[src/rtl/video_fetch.sv]
// Port-B video word fetcher: reads five fixed addresses into shadow registers, then commits them together.
// Optional build macro VIDEO_FETCH_CHG_EN adds the per-word word_changed output.
module video_fetch #(
    parameter int READ_LAT     = 1,
    parameter int AUTO_RESTART = 0
) (
    input  logic         clk,
    input  logic         reset,
    input  logic         start,
    output logic [31:0]  addr_B,
    input  logic [31:0]  DataVideo,
    output logic         busy,
    output logic         frame_done,
`ifdef VIDEO_FETCH_CHG_EN
    output logic [4:0]   word_changed,
`endif
    output logic [159:0] frame_words
);

    typedef enum logic [1:0] {IDLE, REQ, CAP, COMMIT} state_t;

    localparam logic [1:0] LAT_LAST = 2'(READ_LAT - 1);
    localparam logic [2:0] LAST_IDX = 3'd4;

    state_t       state_reg, state_next;
    logic [2:0]   idx_reg, idx_next;
    logic [1:0]   cnt_reg, cnt_next;
    logic [159:0] shadow_reg;
    logic [159:0] frame_words_reg;
    logic         frame_done_reg;

    function automatic logic [31:0] table_addr(input logic [2:0] i);
        case (i)
            3'd1:    return 32'h0000_7000;
            3'd2:    return 32'h0000_8000;
            3'd3:    return 32'h0000_9000;
            3'd4:    return 32'h0001_0000;
            default: return 32'h0000_6000;
        endcase
    endfunction

    always_ff @(posedge clk or negedge reset) begin
        if (!reset) begin
            state_reg <= IDLE;
            idx_reg   <= 3'd0;
            cnt_reg   <= 2'd0;
        end else begin
            state_reg <= state_next;
            idx_reg   <= idx_next;
            cnt_reg   <= cnt_next;
        end
    end

    always_comb begin
        state_next = state_reg;
        idx_next   = idx_reg;
        cnt_next   = cnt_reg;
        case (state_reg)
            IDLE: begin
                idx_next = 3'd0;
                cnt_next = 2'd0;
                if (start) state_next = REQ;
            end
            REQ: begin
                // The address must stay put for the full read latency before data is valid.
                if (cnt_reg == LAT_LAST) state_next = CAP;
                else                     cnt_next   = cnt_reg + 2'd1;
            end
            CAP: begin
                cnt_next = 2'd0;
                if (idx_reg == LAST_IDX) begin
                    state_next = COMMIT;
                end else begin
                    idx_next   = idx_reg + 3'd1;
                    state_next = REQ;
                end
            end
            COMMIT: begin
                idx_next   = 3'd0;
                cnt_next   = 2'd0;
                state_next = (AUTO_RESTART != 0) ? REQ : IDLE;
            end
            default: begin
                state_next = IDLE;
                idx_next   = 3'd0;
                cnt_next   = 2'd0;
            end
        endcase
    end

`ifdef VIDEO_FETCH_CHG_EN
    logic [4:0] word_changed_reg;
    logic [4:0] chg_next;

    for (genvar gi = 0; gi < 5; gi++) begin : g_chg
        assign chg_next[gi] = (shadow_reg[32*gi +: 32] != frame_words_reg[32*gi +: 32]);
    end

    always_ff @(posedge clk or negedge reset) begin
        if (!reset)                 word_changed_reg <= 5'd0;
        else if (state_reg == COMMIT) word_changed_reg <= chg_next;
    end

    assign word_changed = word_changed_reg;
`endif

    always_ff @(posedge clk or negedge reset) begin
        if (!reset) begin
            shadow_reg      <= '0;
            frame_words_reg <= '0;
            frame_done_reg  <= 1'b0;
        end else begin
            frame_done_reg <= 1'b0;
            if (state_reg == CAP)
                shadow_reg[{idx_reg, 5'd0} +: 32] <= DataVideo;
            // Whole-frame commit keeps the renderer from ever seeing a mix of old and new words.
            if (state_reg == COMMIT) begin
                frame_words_reg <= shadow_reg;
                frame_done_reg  <= 1'b1;
            end
        end
    end

    assign busy        = (state_reg != IDLE);
    assign addr_B      = table_addr((state_reg == IDLE) ? 3'd0 : idx_reg);
    assign frame_done  = frame_done_reg;
    assign frame_words = frame_words_reg;

endmodule

[config.mk]
export PLATFORM = sky130hd
export DESIGN_NAME = video_fetch
export DESIGN_NICKNAME = d
export VERILOG_FILES = /design/src/rtl/video_fetch.sv
export SDC_FILE = /design/constraint.sdc
export NUM_CORES = 1
export LEC_CHECK = 0
export CAP_MARGIN = 20
export CORE_ASPECT_RATIO = 0.8
export CORE_MARGIN = 2
export CORE_UTILIZATION = 30
export DETAILED_ROUTE_END_ITERATION = 12
export PLACE_DENSITY_LB_ADDON = 0.2
export SYNTH_ARGS = -nofsm -noshare
export SYNTH_HDL_FRONTEND = slang
export SYNTH_SLANG_ARGS = --single-unit
export TNS_END_PERCENT = 30
[constraint.sdc]
create_clock -name clk -period 2.8 [get_ports clk]
set_input_delay 0.7 -clock clk [delete_from_list [all_inputs] [get_ports clk]]
set_output_delay 0.7 -clock clk [all_outputs]
set_load 0.01 [all_outputs]
==> run metrics, run 1 <==
total wire length 28900 µm; Vias just over 7000; CTS tree yes; cells after synthesis 795; RR Endpoint shadow_reg[21]; clk sink count 328; maximum VDD drop between 0.5 and 0.6 mV; DR WL/cell 18.1 µm; detailed placement HPWL 18600 µm; Syn-to-layout area delta 30.9%; Hold Vio Cnt, Final 0; RR Startpoint idx_reg[1]; Ant. Diodes 0; Post-Syn Area 12700 µm²; DIE WIDTH 234 µm; pin count of the biggest net entering global routing 74; Setup-failing EPs final 0; library cells used by synthesis 33; Worst EP required approximately 2100 ps; first-pass GRT wire length 45500 µm; routability cong. 0.707; Residual DRC 0; Initial DRC Count 256; setup TNS 0 ps; fillcell total 3913; most frequent cells in the layout 327 x dfrtp_1, 307 x mux2_2, 195 x clkdlybuf4s50_1, 35 x clkbuf_16, 27 x conb_1; num rows 67; DRT Pass-1 Iters 4; Worst-path clk slew 60 ps; htree depth 2; Period minus WS final 2670 ps; commonest non-fill, non-tap cell in the layout dfrtp_1; Slew HR 56.3%; share of the synthesized area in the top cell type 64.5%; Initial Utilization 30.4%; clk_skew between 15 and 20 ps; Vias/cell 4.45; crit-path cells inv_2 -> ha_1 -> a2111oi_2 -> dlygate4sd2_1; GRT overflow 0; Synthesis Warnings 0; fmax 375 MHz; ys flop type dfrtp_1; core box area 41900 µm²; Slowest-stage cell, CP dfrtp_2; worst-margin pin slew 655 ps; top cells by area, synth dfrtp_1 64%, mux2_2 27%, buf_4 2.0%, ha_1 1.2%, mux2i_1 1.0%; initial antenna violation count 0; post-CTS resize count 9; syn_area_per_cell 16.0 µm²; period utilization 95.2%; CTS Buffer Depth 3; Slew Limit Fails 0; Crit Path Class reg2out; worst hold path class in2async; layout cells sized above 1 38.4%; maxcap violations 0; RSZ-0062 raised after global routing false; die height between 150 and 200 µm; post-synth top area cell dfrtp_1; DIE AREA between 40000 and 50000 µm²; # IOs 229; # Post-CTS Setup Buffers 0; vias in the first global route 7528; status finished clean; Routed Antenna Nets 0; CTS Buf Count 35; Setup WS pre-CTS 243 ps; R2R cell count 8; element type at the critical path end output port; FFs w/ async S/R, synth 100%; number of flops mapped to enable cells by yosys 0; hold slack final 130 ps; CP max stage delay 430 ps; Root Buffer clkbuf_16; worst-path maximum fanout 5; PortBufs 201; critical path launch point type flip-flop; Pleak around 7.3 nW; total track usage between 10% and 20%; CP Data Arrival Time 1970 ps; CTS Hold Bufs 0; sequential cell area fraction in the yosys report between 60% and 70%; Synth Register Bits 328; Final #Nets 1069; final worst slack 133 ps; clk_lat worst skew 520 ps; P per Cell Area around 960 nW/µm²; R2R Setup Slk 360 ps
[power breakdown]
| part | internal, mW | switching [mW] | leakage, nW |
|---|---|---|---|
| logic | 2.86 | 2.02 | 2.71 |
| clock network | 2.72 | 1.85 | 0.557 |
| registers | 5.89 | 0.611 | 4.00 |
[logic make-up after synthesis]
family / Yosys count / synth area share, %
adders and majority gates: 12 / 1.18
other: 1 / 0.0295
AOI/OAI and AO/OA: 14 / 0.786
DFF: 328 / 64.5
and+or+nand+nor: 32 / 1.49
buffers and inverters: 87 / 3.77
muxes: 321 / 28.3
[critical path: cells and delay by family, from the launching register on]
family          cells  cell delay, ps
flops               1             430
buf+inv             2             390
compound gates      1             360
fa+ha+maj           1             260
[cell usage after synthesis (2+ instances only)]
cell      count
nand3_1       3
buf_4        34
nand2_1      16
nor2_1        3
mux2_2      307
dfrtp_1     328
ha_1         12
mux2i_1      13
clkbuf_1     10
buf_2        20
inv_1        22
o21ai_0       5
o22ai_1       2
[worst max-delay path by stage]
stage | start | to | slack [ps] | cells past startpoint
floorplan | idx_reg[0] | shadow_reg[147] | 450 | 7
global placement | state_reg[0] | addr_B[12] | 280 | 4
detailed placement | state_reg[0] | addr_B[12] | 240 | 4
CTS | state_reg[0] | addr_B[12] | 80 | 4
global route | state_reg[0] | addr_B[12] | 30 | 4
finish | state_reg[0] | addr_B[12] | 130 | 4
[cell type report]
type                    instances  area (µm²)  share of cell area [%]
flip-flops and latches        328        8210                    49.2
multi-input cells             406        4210                    25.2
repair buffers                229        2360                    14.1
clock buffers                  50        1020                    6.13
well taps                     552         691                    4.14
clock inverters                 8         101                   0.608
inverters                      22        82.6                   0.495
[per-stage QoR]
stage / utilization (%) / instances / instance area, µm² / total power [mW]
finish: 39.8 / 1595 / 16700 / 16.0
detailed placement: 37.0 / 1537 / 15500 / 11.5
floorplan: - / 821 / 12800 / 9.02
global placement: 37.0 / 1537 / 15500 / 11.5
CTS: 39.7 / 1595 / 16700 / 16.2
global route: 39.8 / 1595 / 16700 / 16.9
[metal layers]
layer | vias up | share of wire [%] | global-route usage (%)
li1 | 3180 | - | -
met1 | 3704 | 46 | 18.6
met2 | 170 | 45 | 20.3
met3 | 43 | 6.7 | 3.92
met4 | 0 | 1.7 | 3.10
met5 | - | 0 | 0
(Power assumes the default switching activity.)
==> run 2, diff against run 1 <==
- ABC_AREA: default -> 1
- clock period: 2.8 -> 2.36 ns (I/O delays scaled with it)
==> run 2 against run 1 <==
Power rose by 43%. Sequential cell count did not move. Count of clock-buffer cells in the layout rose by 6. Worst hold slack improved by 330 ps. Routed wire length rose by 24%. Register-to-register slack got worse by 100 ps. Clock skew fell by 3.1 ps. Cell count rose by 27%. Clock power rose by 28%. Via count rose by 27%. Cell area rose by 3.4%. Global-route usage rose by 2.8 points. Critical path type unchanged. Critical endpoint is now addr_B[13]. Largest cell class unchanged.
==> run metrics, run 2 <==
period utilization about 95%; share of the synthesized area in the top cell type between 60% and 70%; maxcap violations 0; R2R cell count 8; DR WL/cell 17.7 µm; R2R Setup Slk between 200 and 300 ps; Setup-failing EPs final 0; DIE AREA 45500 µm²; first-pass GRT wire length 55700 µm; total track usage 16.0%; num rows 68; CTS Buffer Depth 3; RSZ-0062 raised after global routing false; clk sink count 328; Initial DRC Count 459; critical path launch point type flip-flop; fillcell total between 4000 and 5000; Period minus WS final 2240 ps; # IOs 229; top cells by area, synth dfrtp_1 62%, nand2_1 13%, mux2_2 13%, buf_4 2.2%, nor2_1 1.7%; P per Cell Area 1320 nW/µm²; # Post-CTS Setup Buffers 0; detailed placement HPWL 24300 µm; CP Data Arrival Time 1650 ps; core box area 43200 µm²; routability cong. 0.787; initial antenna violation count 0; FFs w/ async S/R, synth between 90% and 100%; syn_area_per_cell ~11 µm²; maximum VDD drop 0.578 mV; layout cells sized above 1 between 10% and 20%; Vias/cell between 4 and 5; Post-synth top cells 469 x nand2_1, 328 x dfrtp_1, 155 x mux2_2; clk_skew 16.7 ps; worst-path maximum fanout 3; ys flop type dfrtp_1; Final #Nets 1486; GRT overflow 0; fmax 447 MHz; htree depth 2; Hold Vio Cnt, Final 0; Synthesis Warnings 0; pin count of the biggest net entering global routing 69; CTS tree yes; post-synth top area cell dfrtp_1; DRT Pass-1 Iters 4; CTS Buf Count 37; RR Endpoint shadow_reg[149]; Ant. Diodes 0; Pleak slightly above 7 nW; cells after synthesis about 1200; total power 22.8 mW; count leader, synth nand2_1; Residual DRC 0; Vias approximately 9000; Synth Register Bits 328; DIE WIDTH 238 µm; commonest non-fill, non-tap cell in the layout nand2_1; status finished clean; element type at the critical path end output port; number of flops mapped to enable cells by yosys 0; library cells used by synthesis 22; Syn-to-layout area delta 31.1%; Worst EP required 1770 ps; final worst slack 123 ps; worst hold path class reg2reg; Post-Syn Area 13100 µm²; vias in the first global route 9229; Setup WS pre-CTS 185 ps; storage element area 8210 µm²; PortBufs 201; Slew Limit Fails 0; Worst-path clk slew about 60 ps; die height 191 µm; Hold Crit Start shadow_reg[100]; RR Startpoint idx_reg[1]; Post-Place Cells 1959; WHS Endpoint shadow_reg[100]; sequential cell area fraction in the yosys report 62.4%; total wire length 35800 µm; Crit Path Class reg2out; area of the multi-input gates roughly 4500 µm²; Root Buffer clkbuf_16; final non-filler cell total 2026; most frequent cells in the layout 467 x nand2_1, 328 x dfrtp_1, 194 x clkdlybuf4s50_1, 155 x mux2_2, 58 x nor2_1; clk_lat worst skew roughly 530 ps; hold slack final 464 ps; Routed Antenna Nets 0; Hold Crit Depth 2; Initial Utilization 30.4%
[run 2: cell count changes after synthesis, sizes merged, moves of 6 or more]
cell    change
buf        +25
inv        +10
nand2     +458
a21oi       +6
o21ai      +11
mux2      -153
clkbuf      -8
nor2       +65
mux2i      -13
nand3      +37
[run 2: per-layer routing]
metal / routed length [µm] / vias to the layer above / global-route usage (%)
met1: 17100 / 4503 / 22.3
met2: 16000 / 191 / 25.3
met4: 477 / 0 / 3.70
met5: 0 / - / 0
met3: 2150 / 43 / 3.83
li1: - / 4283 / -
[run 2: logic make-up (layout without fill, tap and decap cells)]
family / after synthesis / after routing / share of synthesized area (%)
compound gates: 22 / 22 / 0.838
fa+ha+maj: 12 / 12 / 1.14
buf+inv: 114 / 339 / 4.77
flops: 328 / 328 / 62.4
mux: 155 / 155 / 13.3
other cells: 1 / 27 / 0.0285
simple gates: 583 / 583 / 17.5
[run 2: through the flow]
stage          setup TNS [ps]  utilization (%)  area (µm²)
6_report                    0             39.9       17200
5_1_grt                     0             39.9       17200
4_1_cts                  -272             39.9       17200
3_5_place_dp                0             37.0       16000
3_3_place_gp                0             37.0       16000
2_1_floorplan               0                -       13200
[run 2: area by class of cell]
type                            instances  area share (%)
Clock buffer                           56            6.61
Multi-Input combinational cell        799            25.9
Sequential cell                       328            47.6
Clock inverter                         10           0.653
Timing Repair Buffer                  241            14.5
Inverter                               32           0.697
Tap cell                              560            4.07
[run 2: repair_timing]
action	in CTS	in global routing
endpoints found under the setup margin	6	5
resized for setup	9	18
pin swaps	0	1
endpoints found under the hold margin	36	0
hold buffers	1	0
[run 2: where the power goes]
part / internal [mW] / total (mW) / switching (mW) / leakage, nW
Clock: 3.56 / 5.86 / 2.30 / 0.614
Sequential: 7.83 / 9.14 / 1.30 / 3.25
Combinational: 4.03 / 7.75 / 3.72 / 3.37
[run 2: worst max-delay path by stage]
stage / start / to / cells past startpoint
after global routing: state_reg[0] / addr_B[13] / 8
after floorplan: state_reg[0] / addr_B[14] / 7
after global placement: state_reg[0] / addr_B[14] / 8
final: state_reg[0] / addr_B[13] / 8
after CTS: state_reg[0] / addr_B[13] / 8
after detailed placement: state_reg[0] / addr_B[13] / 8
[run 2: worst max-delay path: stages (launching register included)]
cell and delay, ps:
dfrtp_1 350, inv_2 60, ha_1 200, inv_2 70, nand2_2 60, nand3_2 80
inv_1 70, nor2_2 110, buf_2 130
==> run 3, diff against run 2 <==
- CORE_UTILIZATION: 30 -> 40
==> run 3 against run 2 <==
Register-to-register slack got worse by 30 ps. Core utilization grew 12 points. Sequential share of layout area up 1.0 points. Worst hold slack better by 0.84 ps. Critical path depth shrank 1. Routed wire length is 6.4% lower. First-iteration DRC count shrank 6.5%. Critical endpoint is now addr_B[12].
==> run metrics, run 3 (synthesis results as in run 2) <==
Initial Utilization 40.6%; maxcap violations 0; Routed Antenna Nets 0; initial antenna violation count 0; vias in the first global route 9237; Pleak approximately 7.1 nW; worst setup path startpoint state_reg[0]; Worst EP required between 1500 and 2000 ps; commonest non-fill, non-tap cell in the layout nand2_1; Final #Nets 1479; Hold Vio Cnt, Final 0; first-pass GRT wire length 53100 µm; total wire length 33500 µm; Hold Crit Depth 2; WHS Endpoint shadow_reg[127]; setup TNS 0 ps; clk_skew 9.72 ps; RR Endpoint shadow_reg[73]; Ant. Diodes 0; # IOs 229; R2R cell count 10; clk_lat worst skew 510 ps; Vias/cell 4.76; storage element area roughly 8200 µm²; Initial DRC Count roughly 430; CTS Buffer Depth 3; RSZ-0062 raised after global routing true; period utilization 96.7%; maximum VDD drop roughly 0.65 mV; element type at the critical path end output port; Gate power share 34.6%; switching share of power 32.0%; RR Startpoint idx_reg[0]; Worst-path clk slew 60 ps; pin count of the biggest net entering global routing 76; num rows 59; critical path launch point type flip-flop; layout cells sized above 1 a little under a fifth; status finished clean; Slew Limit Fails 0; internal power 15.2 mW; GRT overflow 0; clk sink count 328; DR WL/cell 17.8 µm; detailed placement HPWL 22400 µm; Hold Crit Start shadow_reg[127]; Crit Path Class reg2out; DRT Pass-1 Iters 4; Residual DRC 0; power share of the clock group roughly 25%; routability cong. 0.787; Syn-to-layout area delta 28.4%; R2R Setup Slk roughly 230 ps; Root Buffer clkbuf_16; worst-path maximum fanout 3; DIE WIDTH between 200 and 250 µm; CTS tree yes; fin util 52.1%; DIE AREA 34300 µm²; CP Data Arrival Time 1690 ps; Net Switching 7.13 mW; Reg power frac approximately two fifths; die height 166 µm; most frequent cells in the layout 468 x nand2_1, 328 x dfrtp_1, 194 x clkdlybuf4s50_1, 155 x mux2_2, 58 x nor2_1; worst hold path class reg2reg; fmax 438 MHz; Vias 8952; P per Cell Area about 1300 nW/µm²; CTS Buf Count 35; Setup-failing EPs final 0; PortBufs 201; total track usage 20.0%; core box area 32400 µm²; area of the multi-input gates 4450 µm²; Period minus WS final 2280 ps; htree depth 2; fillcell total 2941
## run 3: power by group through the flow
stage	clock (mW)	sequential, mW	combinational, mW
after detailed placement	0	9.21	7.79
final	5.46	9.13	7.72
after CTS	5.57	9.14	7.81
after global routing	5.82	9.40	8.51
after global placement	0	9.17	7.62
after floorplan	0	9.34	3.70
## run 3: critical path: stages, from the launching register on
cell,delay (ps)
dfrtp_1,380
inv_2,80
ha_1,140
inv_1,60
nand2_2,80
nand3_2,80
a21oi_2,130
clkdlybuf4s15_2,230
## run 3: layout make-up
class                           instances  share of cell area, %
Clock buffer                           52                   6.23
Sequential cell                       328                   48.6
Clock inverter                          7                  0.519
Timing Repair Buffer                  236                   14.4
Multi-Input combinational cell        799                   26.4
Inverter                               32                  0.712
Tap cell                              427                   3.17
## run 3: per-layer routing
| layer | track usage, % | vias up | wire length (µm) |
|---|---|---|---|
| met5 | 0 | - | 0 |
| met3 | 4.47 | 44 | 2130 |
| met2 | 31.5 | 197 | 15600 |
| li1 | - | 4235 | - |
| met4 | 4.57 | 0 | 556 |
| met1 | 28.3 | 4476 | 15200 |
## run 3: through the flow
step	area (µm²)	instances	worst slack, ps	hold WS (ps)	power, mW
final	16900	1881	78.9	465	22.3
after global routing	16900	1881	-28.8	485	23.7
after CTS	16900	1880	4.53	467	22.5
after detailed placement	15700	1820	162	453	17.0
after global placement	15700	1820	210	449	16.8
after floorplan	13200	1241	321	294	13.0
## run 3: timing repair
item	4_1_cts	5_1_grt
hold buffers	1	0
resized for setup	16	9
pin swaps	0	1
setup buffers	0	1
endpoints found under the hold margin	35	0
setup endpoints to repair	6	8
## run 3: worst max-delay path by stage
stage | depth (start not counted) | endpoint | slack (ps)
after floorplan | 7 | addr_B[14] | 320
after global placement | 8 | addr_B[14] | 210
after detailed placement | 8 | addr_B[13] | 160
after CTS | 4 | busy | 5
after global routing | 8 | addr_B[13] | -30
final | 7 | addr_B[12] | 80
